`src/rtl/buffer_lector.sv`:
```
// -----------------------------------------------------------------------------
// buffer_lector
//
// Pops pixels one at a time from a row buffer (FIFO with a fixed read
// latency) and presents them to a downstream filter stage through a
// valid/ready handshake. Only one read is ever outstanding. A read is
// started only when the buffer is not empty and reading is enabled.
//
// Optional feature: define BUFFER_LECTOR_EOL_EN to add a column counter
// (col_cnt) and an end-of-line flag (eol). The default build leaves this
// feature out completely.
//
// Parameters
//   DATA_W   pixel width in bits
//   READ_LAT cycles from read_req high to valid fifo_data (1..4)
//   LINE_LEN pixels per image row (only used with BUFFER_LECTOR_EOL_EN)
//
// Ports
//   clk        in   single clock, rising edge
//   reset      in   asynchronous, active-low reset
//   enable     in   level, allows new reads from the row buffer
//   fifo_empty in   row buffer empty flag
//   fifo_data  in   row buffer read data
//   read_req   out  one-cycle pop pulse to the row buffer
//   read_en    out  read enable level (follows enable out of reset)
//   pix_data   out  pixel to the downstream stage
//   pix_valid  out  pix_data valid
//   pix_ready  in   downstream accepts (transfer = pix_valid & pix_ready)
//   busy       out  1 whenever the reader is not idle
//   eol        out  (optional) last pixel of a row is being presented
//   col_cnt    out  (optional) column index of the presented pixel
// -----------------------------------------------------------------------------
module buffer_lector #(
  parameter int DATA_W   = 8,
  parameter int READ_LAT = 1,
  parameter int LINE_LEN = 8
) (
  input  logic                        clk,
  input  logic                        reset,
  input  logic                        enable,
  input  logic                        fifo_empty,
  input  logic [DATA_W-1:0]           fifo_data,
  output logic                        read_req,
  output logic                        read_en,
  output logic [DATA_W-1:0]           pix_data,
  output logic                        pix_valid,
  input  logic                        pix_ready,
  output logic                        busy
`ifdef BUFFER_LECTOR_EOL_EN
  ,
  output logic                        eol,
  output logic [$clog2(LINE_LEN)-1:0] col_cnt
`endif
);

  // Last value of the latency counter; the counter runs 0..READ_LAT-1
  // while waiting for the row buffer data.
  localparam logic [2:0] WAIT_LAST = 3'(READ_LAT - 1);

  typedef enum logic [1:0] {
    IDLE  = 2'd0,
    REQ   = 2'd1,
    WAIT  = 2'd2,
    VALID = 2'd3
  } state_t;

  state_t              state_q, state_d;
  logic [2:0]          wait_cnt_q, wait_cnt_d;
  logic                armed_q, armed_d;
  logic [DATA_W-1:0]   pix_data_q, pix_data_d;
  logic                read_req_q, read_req_d;
  logic                pix_valid_q, pix_valid_d;
  logic                busy_q, busy_d;

  logic                can_read_s;
  logic                xfer_s;

  // A new read is allowed only one full cycle after reset release (armed),
  // while enabled and while the buffer holds data.
  assign can_read_s = armed_q & enable & ~fifo_empty;
  assign xfer_s     = pix_valid_q & pix_ready;

  // Next-state, latency counter and pixel capture.
  always_comb begin
    state_d    = state_q;
    wait_cnt_d = wait_cnt_q;
    pix_data_d = pix_data_q;
    armed_d    = 1'b1;
    case (state_q)
      IDLE: begin
        if (can_read_s) begin
          state_d = REQ;
        end else begin
          state_d = IDLE;
        end
      end
      REQ: begin
        state_d    = WAIT;
        wait_cnt_d = 3'd0;
      end
      WAIT: begin
        if (wait_cnt_q == WAIT_LAST) begin
          // Data is valid in the last count cycle; latch it on this edge.
          pix_data_d = fifo_data;
          wait_cnt_d = 3'd0;
          state_d    = VALID;
        end else begin
          wait_cnt_d = wait_cnt_q + 3'd1;
          state_d    = WAIT;
        end
      end
      VALID: begin
        if (xfer_s) begin
          // Back-to-back reads skip IDLE when more data is available.
          if (can_read_s) begin
            state_d = REQ;
          end else begin
            state_d = IDLE;
          end
        end else begin
          state_d = VALID;
        end
      end
      default: begin
        state_d    = IDLE;
        wait_cnt_d = 3'd0;
      end
    endcase
  end

  // Output flags are decoded from the next state so they come out of flops
  // and line up exactly with the state they describe.
  always_comb begin
    read_req_d  = 1'b0;
    pix_valid_d = 1'b0;
    busy_d      = 1'b0;
    if (state_d == REQ) begin
      read_req_d = 1'b1;
    end else begin
      read_req_d = 1'b0;
    end
    if (state_d == VALID) begin
      pix_valid_d = 1'b1;
    end else begin
      pix_valid_d = 1'b0;
    end
    if (state_d != IDLE) begin
      busy_d = 1'b1;
    end else begin
      busy_d = 1'b0;
    end
  end

  // State, counter, captured pixel and registered output flags.
  always_ff @(posedge clk or negedge reset) begin
    if (!reset) begin
      state_q     <= IDLE;
      wait_cnt_q  <= 3'd0;
      armed_q     <= 1'b0;
      pix_data_q  <= {DATA_W{1'b0}};
      read_req_q  <= 1'b0;
      pix_valid_q <= 1'b0;
      busy_q      <= 1'b0;
    end else begin
      state_q     <= state_d;
      wait_cnt_q  <= wait_cnt_d;
      armed_q     <= armed_d;
      pix_data_q  <= pix_data_d;
      read_req_q  <= read_req_d;
      pix_valid_q <= pix_valid_d;
      busy_q      <= busy_d;
    end
  end

  assign read_req  = read_req_q;
  assign pix_data  = pix_data_q;
  assign pix_valid = pix_valid_q;
  assign busy      = busy_q;
  // The enable level is passed through, forced low while in reset.
  assign read_en   = enable & reset;

`ifdef BUFFER_LECTOR_EOL_EN
  localparam int                COL_W    = $clog2(LINE_LEN);
  localparam logic [COL_W-1:0]  COL_LAST = COL_W'(LINE_LEN - 1);

  logic [COL_W-1:0] col_cnt_q, col_cnt_d;
  logic             eol_q, eol_d;

  // Column index advances on every accepted pixel and wraps at row end.
  always_comb begin
    col_cnt_d = col_cnt_q;
    if (xfer_s) begin
      if (col_cnt_q == COL_LAST) begin
        col_cnt_d = {COL_W{1'b0}};
      end else begin
        col_cnt_d = col_cnt_q + COL_W'(1);
      end
    end else begin
      col_cnt_d = col_cnt_q;
    end
    if ((state_d == VALID) && (col_cnt_d == COL_LAST)) begin
      eol_d = 1'b1;
    end else begin
      eol_d = 1'b0;
    end
  end

  // Column counter and end-of-line flag registers.
  always_ff @(posedge clk or negedge reset) begin
    if (!reset) begin
      col_cnt_q <= {COL_W{1'b0}};
      eol_q     <= 1'b0;
    end else begin
      col_cnt_q <= col_cnt_d;
      eol_q     <= eol_d;
    end
  end

  assign col_cnt = col_cnt_q;
  assign eol     = eol_q;
`else
  // LINE_LEN only matters for the column counter.
  logic unused_line_len_s;
  assign unused_line_len_s = (LINE_LEN > 0);
`endif

endmodule
```
`config.mk`:
```
export PLATFORM = sky130hd
export DESIGN_NAME = buffer_lector
export DESIGN_NICKNAME = d
export VERILOG_FILES = /design/src/rtl/buffer_lector.sv
export SDC_FILE = /design/constraint.sdc
export NUM_CORES = 1
export LEC_CHECK = 0
export ABC_AREA = 1
export BUFFER_PORTS_ARGS = -buffer_cell sky130_fd_sc_hd__buf_2
export CAP_MARGIN = 20
export CORE_MARGIN = 10
export CORE_UTILIZATION = 46
export CTS_BUF_LIST = sky130_fd_sc_hd__clkbuf_8
export DETAILED_ROUTE_END_ITERATION = 16
export MAX_ROUTING_LAYER = met4
export PLACE_DENSITY = 0.76
export SYNTH_ARGS = -nofsm -noshare
export SYNTH_HDL_FRONTEND = slang
export SYNTH_SLANG_ARGS = --single-unit
```
`constraint.sdc`:
```
create_clock -name clk -period 1.24 [get_ports clk]
set_clock_uncertainty 0.1 [all_clocks]
set_input_delay 0.248 -clock clk [delete_from_list [all_inputs] [get_ports clk]]
set_output_delay 0.248 -clock clk [all_outputs]
set_load 0.02 [all_outputs]
```
# --- Word-level counts from Yosys, hierarchy flattened ---
# Cells that the tools add are included.
# Widths: inputs -> output; s select.
word_totals:
  reg_bits: 17
  latchBits: 0
  ram_bits: 0
  mem_bits_ro: 0
  input_bits: 13
  out_inout_bits: 12
  wordCells: 32
  mem_count: 0
classes:
  n_addsub: 1
  n_mul: 0
  div: 0
  magnitude_cmp: 0
  n_eq_ne: 5
  shift: 0
  muxes: 9
  n_bitwise: 5
  n_reduce_logical: 5
op_table:
  columns: ["op", "count"]
  rows:
  - ["$pmux 2 s4", 1]
  - ["$eq 2x2->1 const B", 3]
  - ["$pmux 3 s2", 1]
  - ["$mux 1", 5]
  - ["$and 1x1->1", 4]
  - ["$eq 2x1->1 const B", 2]
  - ["$reduce_bool 2->1", 2]
  - ["$add 3x1->3 const B", 1]
  - ["$logic_not 3->1", 1]
  - ["$mux 3", 1]
  - ["$logic_not 2->1", 1]
  - ["$mux 2", 1]
  - ["$reduce_and 2->1", 1]
  - ["$not 1->1", 1]

# --- Depth between registers and ports, before layout ---
# Gate-level depths: netlist (run 1).
logic_depth:
  depth_word: 7
  ltp_mapped: 6
  ltp_nobuf: 6

# --- Worst setup path before layout (run 1) ---
# No wires, ideal clock.
synth_timing:
  path_type: "register to register"
  start: "register state_q[0]"
  end: "register pix_data_q[5], in the netlist pix_data[5]"
  setup_time_ns: 0.118
  t_arrival_ns: 1.101
  t_required_ns: 1.022
  setup_slack_ns: -0.079
  path_stages_with_launch: 7
  n_path_buf: 1
  synth_period_minus_slack_ns: 1.319
  path_cell_list: "dfrtp_1 inv_1 ha_1 nand3_4 buf_6 nand2_1 o21ai_2"
synth_via:
  elab_chain_len: 2
synth_rtl:
  columns: ["element", "line", "source"]
  rows:
  - ["start: declaration", "67", "state_t state_q, state_d;"]
  - ["start signal: assignment", "165", "state_q <= state_d;"]
  - ["$eq 2x2->1", "89", "case (state_q)"]
  - ["$reduce_and 2->1 (no line)", null, null]
  - ["end signal: assignment", "160", "pix_data_q <= {DATA_W{1'b0}};"]
  - ["end signal: assignment", "168", "pix_data_q <= pix_data_d;"]
  - ["end: declaration", "70", "logic [DATA_W-1:0] pix_data_q, pix_data_d;"]
# Every way passes these cells.
# A chain may end at the register's enable or synchronous reset.

# --- Final worst setup path (run 1) ---
layout_timing:
  start: "register state_q[1]"
  end: "register busy_q, in the netlist busy"
layout_via:
  elab_chain_len: 4
  elab_cells_between_ends: 7
  cone_classes: "eq/ne: 3; mux: 2; reduce/logical: 2"
layout_rtl:
  columns: ["element", "line", "source"]
  rows:
  - ["$eq 2x2->1, or another cell as far along", "89", null]
  - ["$pmux 2 s4 (*)", "89", null]
  - ["$reduce_bool 2->1 (*)", "147", "if (state_d != IDLE) begin"]
  - ["$mux 1 (*)", "147", null]
  - ["via busy_d", "73", "logic busy_q, busy_d;"]
  - ["end signal: assignment", "171", "busy_q <= busy_d;"]
  - ["end: declaration", "73", null]
# Mark *: on every way through the listed nets, which the timed path passes. The rest lies on a longest branch.

==> flow_metrics.env, run 1 <==
export IMPL_drv_cap=0
export IMPL_tns_ps=-560
export IMPL_grt_setup_unrepaired="yes"
export IMPL_nNetsFinal=138
export IMPL_vias=654
export IMPL_pin_count=25
export IMPL_gp_congestion=0.726
export IMPL_power_density_nw_per_um2=2620
export IMPL_hold_viol=0
export IMPL_leakage_uw=0.000634
export IMPL_cts_made_buffers=3
export IMPL_grt_overflow_total=0
export IMPL_max_freq_mhz=761
export IMPL_grt_usage_pct=11.2
export IMPL_cp_start_kind="register"
export IMPL_setup_violations=14
export IMPL_detail_route_antenna_nets=0
export IMPL_insertion_delay_ps=250
export IMPL_rows=15
export IMPL_yosys_warnings=0
export IMPL_area_growth_synth_to_final_pct=48.1
export IMPL_clkTransAtPathRegs_ps=70
export IMPL_multi_input_area_um2=415
export IMPL_n_fill_cell=120
export IMPL_cts_sinks=17
export IMPL_clock_path_buffers=2
export IMPL_viasPerCell=4.81
export IMPL_finalCritPeriodShare_pct=106
export IMPL_crit_fanout=3
export IMPL_dr_first_iter_drc_count=15
export IMPL_placed_cell_area_um2=1020
export IMPL_crit_path_end_kind="register"
export IMPL_drcViolationCount=0
export IMPL_required_ps=1270
export IMPL_min_path_type="input pin to register"
export IMPL_max_stage_delay_ps=420
export IMPL_cts_root_buf="clkbuf_8"
export IMPL_grt_pass1_vias=713
export IMPL_wl_per_cell_um=14.1
export IMPL_ys_seq_area_share_pct=53.0
export IMPL_die_w_um=61.8
export IMPL_arrival_ps=1350
export IMPL_core_um2=1690
export IMPL_syn_nets=101
export IMPL_syn_inst=83
export IMPL_dr_pass1_iters=4
export IMPL_post_route_cells_drive_above_1_share_pct=56.3
export IMPL_design_area_um2=1190
export IMPL_status="finished, violations left"
export IMPL_grt_max_degree=18
export IMPL_path_class="register to register"
export IMPL_slowest_stage="dfrtp_1"
export IMPL_min_period_ps=1310
export IMPL_fin_ws_ps=-73.4
export IMPL_fin_cells=136
export IMPL_htree_levels=1
export IMPL_dp_cells=129
export IMPL_dp_hpwl_um=1340
export IMPL_synth_cell_types=15
export IMPL_syn_area_per_cell_um2=9.66
export IMPL_grt_pass1_wl_um=3050
export IMPL_finalPower_uw=3110
export IMPL_violations="setup timing"
export IMPL_wirelength_um=1920
export IMPL_netlist_area_um2=802
export IMPL_num_antenna_cells=0
export IMPL_register_area_um2=425
export IMPL_ir_drop_uv=1470
export IMPL_start_util_pct=47.5
export IMPL_design_die_area_um2=3810
export IMPL_die_h_um=61.8
export IMPL_cts_tree="yes"
export IMPL_ys_seq_elements=17
export IMPL_io_buffer_count=24
export IMPL_path_cells="buf_6 > ha_4 > nor2_4 > nand2_1 > nand2_2 > nand3_1"
export IMPL_slew_violations=0
export IMPL_antenna_found_initial=0
export IMPL_finish_utilization_pct=70.3
## placed cells by master (no fill, tap or decap)
cell / Yosys / routed
clkinv_2: 0 / 1
clkbuf_8: 0 / 3
dfrtp_1: 17 / 17
a21oi_2: 0 / 3
dlygate4sd3_1: 0 / 1
nand3_1: 2 / 2
nand2_2: 2 / 7
nand4_1: 1 / 1
nor2_4: 0 / 1
buf_2: 0 / 24
inv_1: 16 / 14
buf_12: 0 / 2
nand2_1: 18 / 8
buf_6: 1 / 1
inv_2: 0 / 2
nor2_1: 3 / 2
o21ai_1: 0 / 2
buf_4: 0 / 5
o21ai_2: 8 / 9
conb_1: 1 / 1
a21oi_1: 4 / 1
xor2_1: 1 / 1
nand2_4: 0 / 5
nand3_4: 1 / 1
ha_1: 5 / 2
ha_4: 0 / 3
## worst paths after layout
path / startpoint / depth (start not counted) / endpoint / slack (ps)
worst max-delay path: state_q[1]$_DFF_PN0_ / 6 / busy$_DFF_PN0_ / -70
worst min-delay path: fifo_data[6] / 3 / pix_data[6]$_DFFE_PN0P_ / 130
worst max register to register: state_q[1]$_DFF_PN0_ / 6 / busy$_DFF_PN0_ / -70
worst min register to register: pix_data[6]$_DFFE_PN0P_ / 2 / pix_data[6]$_DFFE_PN0P_ / 380
max in group asynchronous: reset / 3 / wait_cnt_q[2]$_DFFE_PN0P_ / 470
min in group asynchronous: reset / 3 / read_req$_DFF_PN0_ / 390
## logic make-up (layout without fill, tap and decap cells)
kind of cell / count (synthesis) / after routing / share of synthesized area [%]
flip-flops: 17 / 17 / 53.0
buffers and inverters: 17 / 53 / 8.89
XOR/XNOR: 1 / 1 / 1.09
AO/OA/AOI/OAI: 15 / 15 / 13.1
adder cells (fa/ha/maj): 5 / 5 / 7.80
other: 1 / 1 / 0.468
AND/OR/NAND/NOR: 27 / 27 / 15.6
## per-layer routing
metal	share of wire, %	vias to the layer above	track usage [%]
li1	-	328	-
met1	39	307	10.9
met2	56	13	19.9
met3	1.9	6	1.42
met4	3.1	0	8.60
met5	0	-	-
## synth_stat cells
| master | n | area, µm² |
|---|---|---|
| nand2_2 | 2 | 12.5 |
| nand2_1 | 18 | 67.6 |
| nand3_4 | 1 | 17.5 |
| o21ai_0 | 3 | 15.0 |
| buf_6 | 1 | 11.3 |
| xor2_1 | 1 | 8.76 |
| a21oi_1 | 4 | 20.0 |
| ha_1 | 5 | 62.6 |
| nor2_1 | 3 | 11.3 |
| o21ai_2 | 8 | 70.1 |
| nand4_1 | 1 | 6.26 |
| dfrtp_1 | 17 | 425 |
| nand3_1 | 2 | 10.0 |
| inv_1 | 16 | 60.1 |
| conb_1 | 1 | 3.75 |
## registers in the layout, indices dropped and copies added, names as in the netlist
signal,cells
armed_q,1
busy,1
pix_valid,1
state_q,2
pix_data,8
wait_cnt_q,3
read_req,1
## what timing repair did
item | in CTS | in global routing
gates cloned | 0 | 0
setup endpoints to repair | 15 | 15
hold buffers | 1 | 0
pin swaps | 5 | 5
setup buffers | 2 | 0
gates resized for setup | 19 | 8
endpoints found under the hold margin | 17 | 0
## worst max-delay path, delay by kind of cell (launching register included)
kind	cells	cell delay, ps
fa+ha+maj	1	170
simple gates	4	360
buf+inv	1	140
flops	1	420
## report_power, final
part / internal, µW / switching (µW) / leakage [µW] / total [µW]
sequential: 757 / 144 / 0.000214 / 901
combinational: 800 / 1000 / 0.000395 / 1800
clock: 223 / 185 / 0.0000255 / 408
total: 1780 / 1330 / 0.000634 / 3110
## layout make-up
class,count,share of cell area (%)
clock buffer,3,3.48
clock inverter,1,0.421
inverter,16,5.06
multi-input combinational,49,35.0
sequential,17,35.8
tap,17,1.79
timing repair buffer,33,18.4
## per-stage QoR
stage | setup WS, ps | hold slack, ps
after floorplan | -36.6 | -148
final | -73.4 | 128
after global routing | -114 | 126
after detailed placement | -162 | 122
after CTS | -48.5 | 124
after global placement | -61.4 | 117
No activity file was read; power rests on OpenSTA's default activity.
==> run 2, diff against run 1 <==
CORE_MARGIN = 5   (was 10)
==> run 2 against run 1 <==
  * Sequential power increased by 1%
  * First-iteration DRC count decreased by 47%
  * The flow still finishes with violations (setup timing)
  * Register-to-register slack about the same
  * Flip-flop and latch count unchanged
  * Final cell count decreased by 0.74%
  * Clock power about the same
  * Combinational power decreased by 4%
  * Maximum frequency decreased by 0.33%
  * Non-clock buffer count decreased by 1
  * Highest routed layer unchanged
  * Power decreased by 2.6%
  * Via count decreased by 0.76%
==> flow_metrics.env, run 2 (synthesis gave the netlist of run 1 again) <==
export IMPL_hold_viol=0
export IMPL_dp_cells=129
export IMPL_final_cell_mix="buf_2, dfrtp_1, inv_1, nand2_2, o21ai_2"
export IMPL_viasPerCell=4.81
export IMPL_finish_utilization_pct=69.4
export IMPL_cts_made_buffers=3
export IMPL_fin_cells=135
export IMPL_violations="setup timing"
export IMPL_final_common_cell="buf_2"
export IMPL_antenna_found_initial=0
export IMPL_max_freq_mhz=759
export IMPL_io_buffer_count=24
export IMPL_power_density_nw_per_um2=2590
export IMPL_dr_pass1_iters=4
export IMPL_grt_pass1_vias=659
export IMPL_grt_pass1_wl_um=2770
export IMPL_post_route_cells_drive_above_1_share_pct=56.8
export IMPL_setup_violations=13
export IMPL_r2r_start="state_q[0]$_DFF_PN0_"
export IMPL_arrival_ps=1360
export IMPL_required_ps=1280
export IMPL_cp_start_kind="register"
export IMPL_design_die_area_um2=2680
export IMPL_finalCritPeriodShare_pct=106
export IMPL_reg2reg_slack_ps=-80
export IMPL_fin_ws_ps=-77.7
export IMPL_grt_overflow_total=0
export IMPL_detail_route_antenna_nets=0
export IMPL_vias=649
export IMPL_crit_end="pix_data[4]$_DFFE_PN0P_"
export IMPL_setup_worst_path_start="state_q[0]$_DFF_PN0_"
export IMPL_nNetsFinal=137
export IMPL_htree_levels=1
export IMPL_num_antenna_cells=0
export IMPL_path_class="register to register"
export IMPL_wirelength_um=1730
export IMPL_dp_hpwl_um=1180
export IMPL_start_util_pct=47.5
export IMPL_status="finished, violations left"
export IMPL_cts_sinks=17
export IMPL_grt_setup_unrepaired="yes"
export IMPL_leakage_uw=0.000622
export IMPL_cts_tree="yes"
export IMPL_crit_path_end_kind="register"
export IMPL_clock_path_buffers=2
export IMPL_wl_per_cell_um=12.8
export IMPL_drcViolationCount=0
export IMPL_grt_max_degree=18
export IMPL_r2r_end="pix_data[4]$_DFFE_PN0P_"
export IMPL_pin_count=25
export IMPL_grt_usage_pct=14.9
export IMPL_ir_drop_uv=1700
export IMPL_gp_congestion=0.779
export IMPL_rows=15
export IMPL_drv_cap=0
export IMPL_crit_fanout=7
export IMPL_slew_violations=0
export IMPL_min_period_ps=1320
export IMPL_core_um2=1690
export IMPL_largest_reg_flops=8
export IMPL_die_w_um=51.8
export IMPL_tns_ps=-699
export IMPL_cts_root_buf="clkbuf_8"
export IMPL_finalPower_uw=3030
export IMPL_clkTransAtPathRegs_ps=70
export IMPL_insertion_delay_ps=240
export IMPL_dr_first_iter_drc_count=8
export IMPL_area_growth_synth_to_final_pct=46.2
export IMPL_die_h_um=51.8
export IMPL_min_path_type="input pin to register"
export IMPL_r2r_cells=6
-- run 2: worst min path at each step --
stage                  from                      end  slack, ps  depth (start not counted)
3_5_place_dp          reset        armed_q$_DFF_PN0_        120                          2
4_1_cts        fifo_data[6]  pix_data[6]$_DFFE_PN0P_        130                          3
2_1_floorplan         reset        armed_q$_DFF_PN0_       -150                          0
3_3_place_gp          reset        armed_q$_DFF_PN0_        120                          2
5_1_grt        fifo_data[6]  pix_data[6]$_DFFE_PN0P_        120                          3
6_report       fifo_data[3]  pix_data[3]$_DFFE_PN0P_        130                          3
-- run 2: per-stage QoR --
stage	setup WS, ps	hold WS [ps]	cell area, µm²
6_report	-77.7	132	1170
5_1_grt	-112	125	1170
4_1_cts	-40.9	133	1110
3_5_place_dp	-111	124	1000
3_3_place_gp	-62.2	120	1000
2_1_floorplan	-36.6	-148	817
-- run 2: area by class of cell --
type	instances	area, µm²
Clock buffer	3	41.3
Sequential cell	17	427
Inverter	16	60.1
Fill cell	117	517
Timing Repair Buffer	32	213
Tap cell	17	21.3
Multi-Input combinational cell	49	405
Clock inverter	1	5.00
-- run 2: repair_timing --
item	CTS	global route
gates cloned	0	1
hold buffers	1	0
gates resized for setup	12	12
endpoints found under the setup margin	15	15
hold endpoints to repair	17	0
pin swaps	5	1
setup buffers	0	0
-- run 2: critical path, stage by stage (launching register included) --
cell and delay, ps:
dfrtp_1 430, inv_2 110, ha_4 170, nand3_4 130, buf_12 170, nand2_2 60, o21ai_2 50
-- run 2: routing by layer --
layer  global-route usage (%)  routed length (µm)  vias to the layer above
li1                         -                   -                      322
met1                     16.3                 660                      308
met2                     24.8                 961                       13
met3                     2.01                  43                        6
met4                     10.9                  61                        0
met5                        -                   0                        -
-- run 2: power breakdown --
| group | total, µW | leakage, µW | switching [µW] | internal, µW |
|---|---|---|---|---|
| sequential | 910 | 0.000213 | 149 | 761 |
| combinational | 1720 | 0.000384 | 946 | 769 |
| clock | 406 | 0.0000255 | 184 | 222 |
==> run 3, diff against run 2 <==
--- a/config.mk
+++ b/config.mk
@@ -10,2 +10,3 @@
 export CAP_MARGIN = 20
+export CORE_ASPECT_RATIO = 0.9
 export CORE_MARGIN = 5
==> constraint.sdc (replaced) <==
create_clock -name clk -period 1.24 [get_ports clk]
set_clock_uncertainty 0.1 [all_clocks]
set_input_delay 0.062 -clock clk [delete_from_list [all_inputs] [get_ports clk]]
set_output_delay 0.062 -clock clk [all_outputs]
set_load 0.02 [all_outputs]
==> run 3 against run 2 <==
  * The run still ends with setup timing left
  * Sequential power up 2%
  * Hold slack worse by 80 ps
  * Design area up 12%
  * Flip-flop and latch count unchanged
  * Largest cell class is now multi-input gates
  * Largest power group unchanged
==> flow_metrics.env, run 3 (synthesis gave the netlist of run 1 again) <==
export IMPL_min_period_ps=1330
export IMPL_dr_first_iter_drc_count=6
export IMPL_clock_path_buffers=2
export IMPL_ir_drop_uv=1450
export IMPL_leakage_uw=0.000695
export IMPL_drv_cap=0
export IMPL_power_density_nw_per_um2=2560
export IMPL_vias=703
export IMPL_grt_overflow_total=0
export IMPL_wl_per_cell_um=14.1
export IMPL_io_buffer_count=24
export IMPL_insertion_delay_ps=250
export IMPL_hold_ws_ps=52.9
export IMPL_violations="setup timing"
export IMPL_largest_reg_flops=8
export IMPL_clkTransAtPathRegs_ps=70
export IMPL_antenna_found_initial=0
export IMPL_rows=14
export IMPL_whs_path_depth=4
export IMPL_dp_hpwl_um=1220
export IMPL_crit_fanout=5
export IMPL_slowest_stage="dfrtp_1"
export IMPL_status="finished, violations left"
export IMPL_wirelength_um=2140
export IMPL_finalPower_uw=3360
export IMPL_design_die_area_um2=2680
export IMPL_dr_pass1_iters=4
export IMPL_finalCritPeriodShare_pct=107
export IMPL_die_w_um=54.0
export IMPL_grt_pass1_vias=736
export IMPL_grt_setup_unrepaired="yes"
export IMPL_cts_sinks=17
export IMPL_grt_max_degree=18
export IMPL_num_antenna_cells=0
export IMPL_cts_root_buf="clkbuf_8"
export IMPL_pin_count=25
export IMPL_detail_route_antenna_nets=0
export IMPL_start_util_pct=48.2
export IMPL_r2r_cells=6
export IMPL_min_path_type="input pin to register"
export IMPL_path_cells="inv_2 > ha_4 > nand3_4 > buf_12 > nand2_4 > o21ai_2"
export IMPL_gp_congestion=0.727
export IMPL_drcViolationCount=0
export IMPL_grt_usage_pct=17.1
export IMPL_die_h_um=49.6
export IMPL_hold_viol=0
export IMPL_post_route_cells_drive_above_1_share_pct=53.1
export IMPL_core_um2=1660
export IMPL_required_ps=1290
export IMPL_max_stage_delay_ps=410
export IMPL_cts_made_buffers=3
export IMPL_slew_violations=0
export IMPL_max_freq_mhz=751
export IMPL_final_common_cell="buf_2"
export IMPL_viasPerCell=4.63
export IMPL_grt_pass1_wl_um=3180
export IMPL_cts_tree="yes"
export IMPL_tns_ps=-900
export IMPL_setup_violations=14
export IMPL_htree_levels=1
export IMPL_crit_path_end_kind="register"
export IMPL_final_cell_mix="buf_2, dfrtp_1, inv_1, o21ai_2, dlygate4sd3_1"
export IMPL_fin_ws_ps=-91.4
export IMPL_cp_start_kind="register"
export IMPL_path_class="register to register"
export IMPL_arrival_ps=1380
export IMPL_nNetsFinal=147
export IMPL_area_growth_synth_to_final_pct=64.0
==> run 3: changes by cell type in the layout (fill, tap and decap cells not counted), moves of 2 or more <==
cell	delta
nand2_2	-5
buf_6	+2
nand3_2	+2
nand2_4	+5
nand3_1	-2
dlygate4sd3_1	+8
==> run 3: per-layer routing <==
| layer | GRT usage [%] | wire length (µm) | vias up |
|---|---|---|---|
| met5 | - | 0 | - |
| met1 | 18.6 | 833 | 333 |
| met3 | 2.71 | 77 | 6 |
| li1 | - | - | 345 |
| met4 | 7.88 | 51 | 0 |
| met2 | 29.6 | 1180 | 19 |
==> run 3: critical path, delay by kind of cell, from the launching register on <==
family / cells / cell delay [ps]
AND/OR/NAND/NOR: 2 / 190
buffers and inverters: 2 / 300
adder cells (fa/ha/maj): 1 / 180
flip-flops: 1 / 410
AO/OA/AOI/OAI: 1 / 50
==> run 3: metrics by stage <==
stage | utilization (%) | worst slack (ps) | area, µm² | cells
6_report | 79.0 | -91.4 | 1320 | 152
5_1_grt | 79.0 | -125 | 1320 | 152
2_1_floorplan | - | -36.6 | 817 | 83
3_3_place_gp | 61.2 | -72.9 | 1020 | 135
4_1_cts | 72.9 | -48.4 | 1210 | 149
3_5_place_dp | 61.2 | -126 | 1020 | 135
==> run 3: area by class of cell <==
class / count / area [µm²]
inverters: 16 / 60.1
clock buffers: 3 / 41.3
multi-input cells: 49 / 427
repair buffers: 42 / 328
fillers: 101 / 349
clock inverters: 1 / 3.75
flip-flops and latches: 17 / 425
well taps: 24 / 30.0
==> run 3: power breakdown <==
part	total (µW)	internal [µW]	leakage (µW)	switching [µW]
clock	409	220	0.0000269	189
sequential	927	758	0.000214	170
combinational	2030	931	0.000454	1100
==> run 3: repair_timing <==
item / in CTS / in global routing
pin swaps: 1 / 4
cloned: 0 / 1
setup buffers: 1 / 2
setup endpoints to repair: 15 / 15
hold endpoints to repair: 25 / 0
gates resized for setup: 13 / 18
hold buffers: 9 / 0
==> run 3: path summary, 6_finish.rpt <==
path	from	endpoint	slack (ps)
max reg2reg	state_q[0]$_DFF_PN0_	pix_data[1]$_DFFE_PN0P_	-90
min in group asynchronous	reset	busy$_DFF_PN0_	200
min reg2reg	pix_data[4]$_DFFE_PN0P_	pix_data[4]$_DFFE_PN0P_	390
min	fifo_empty	state_q[0]$_DFF_PN0_	50
max in group asynchronous	reset	read_req$_DFF_PN0_	650
max	state_q[0]$_DFF_PN0_	pix_data[1]$_DFFE_PN0P_	-90
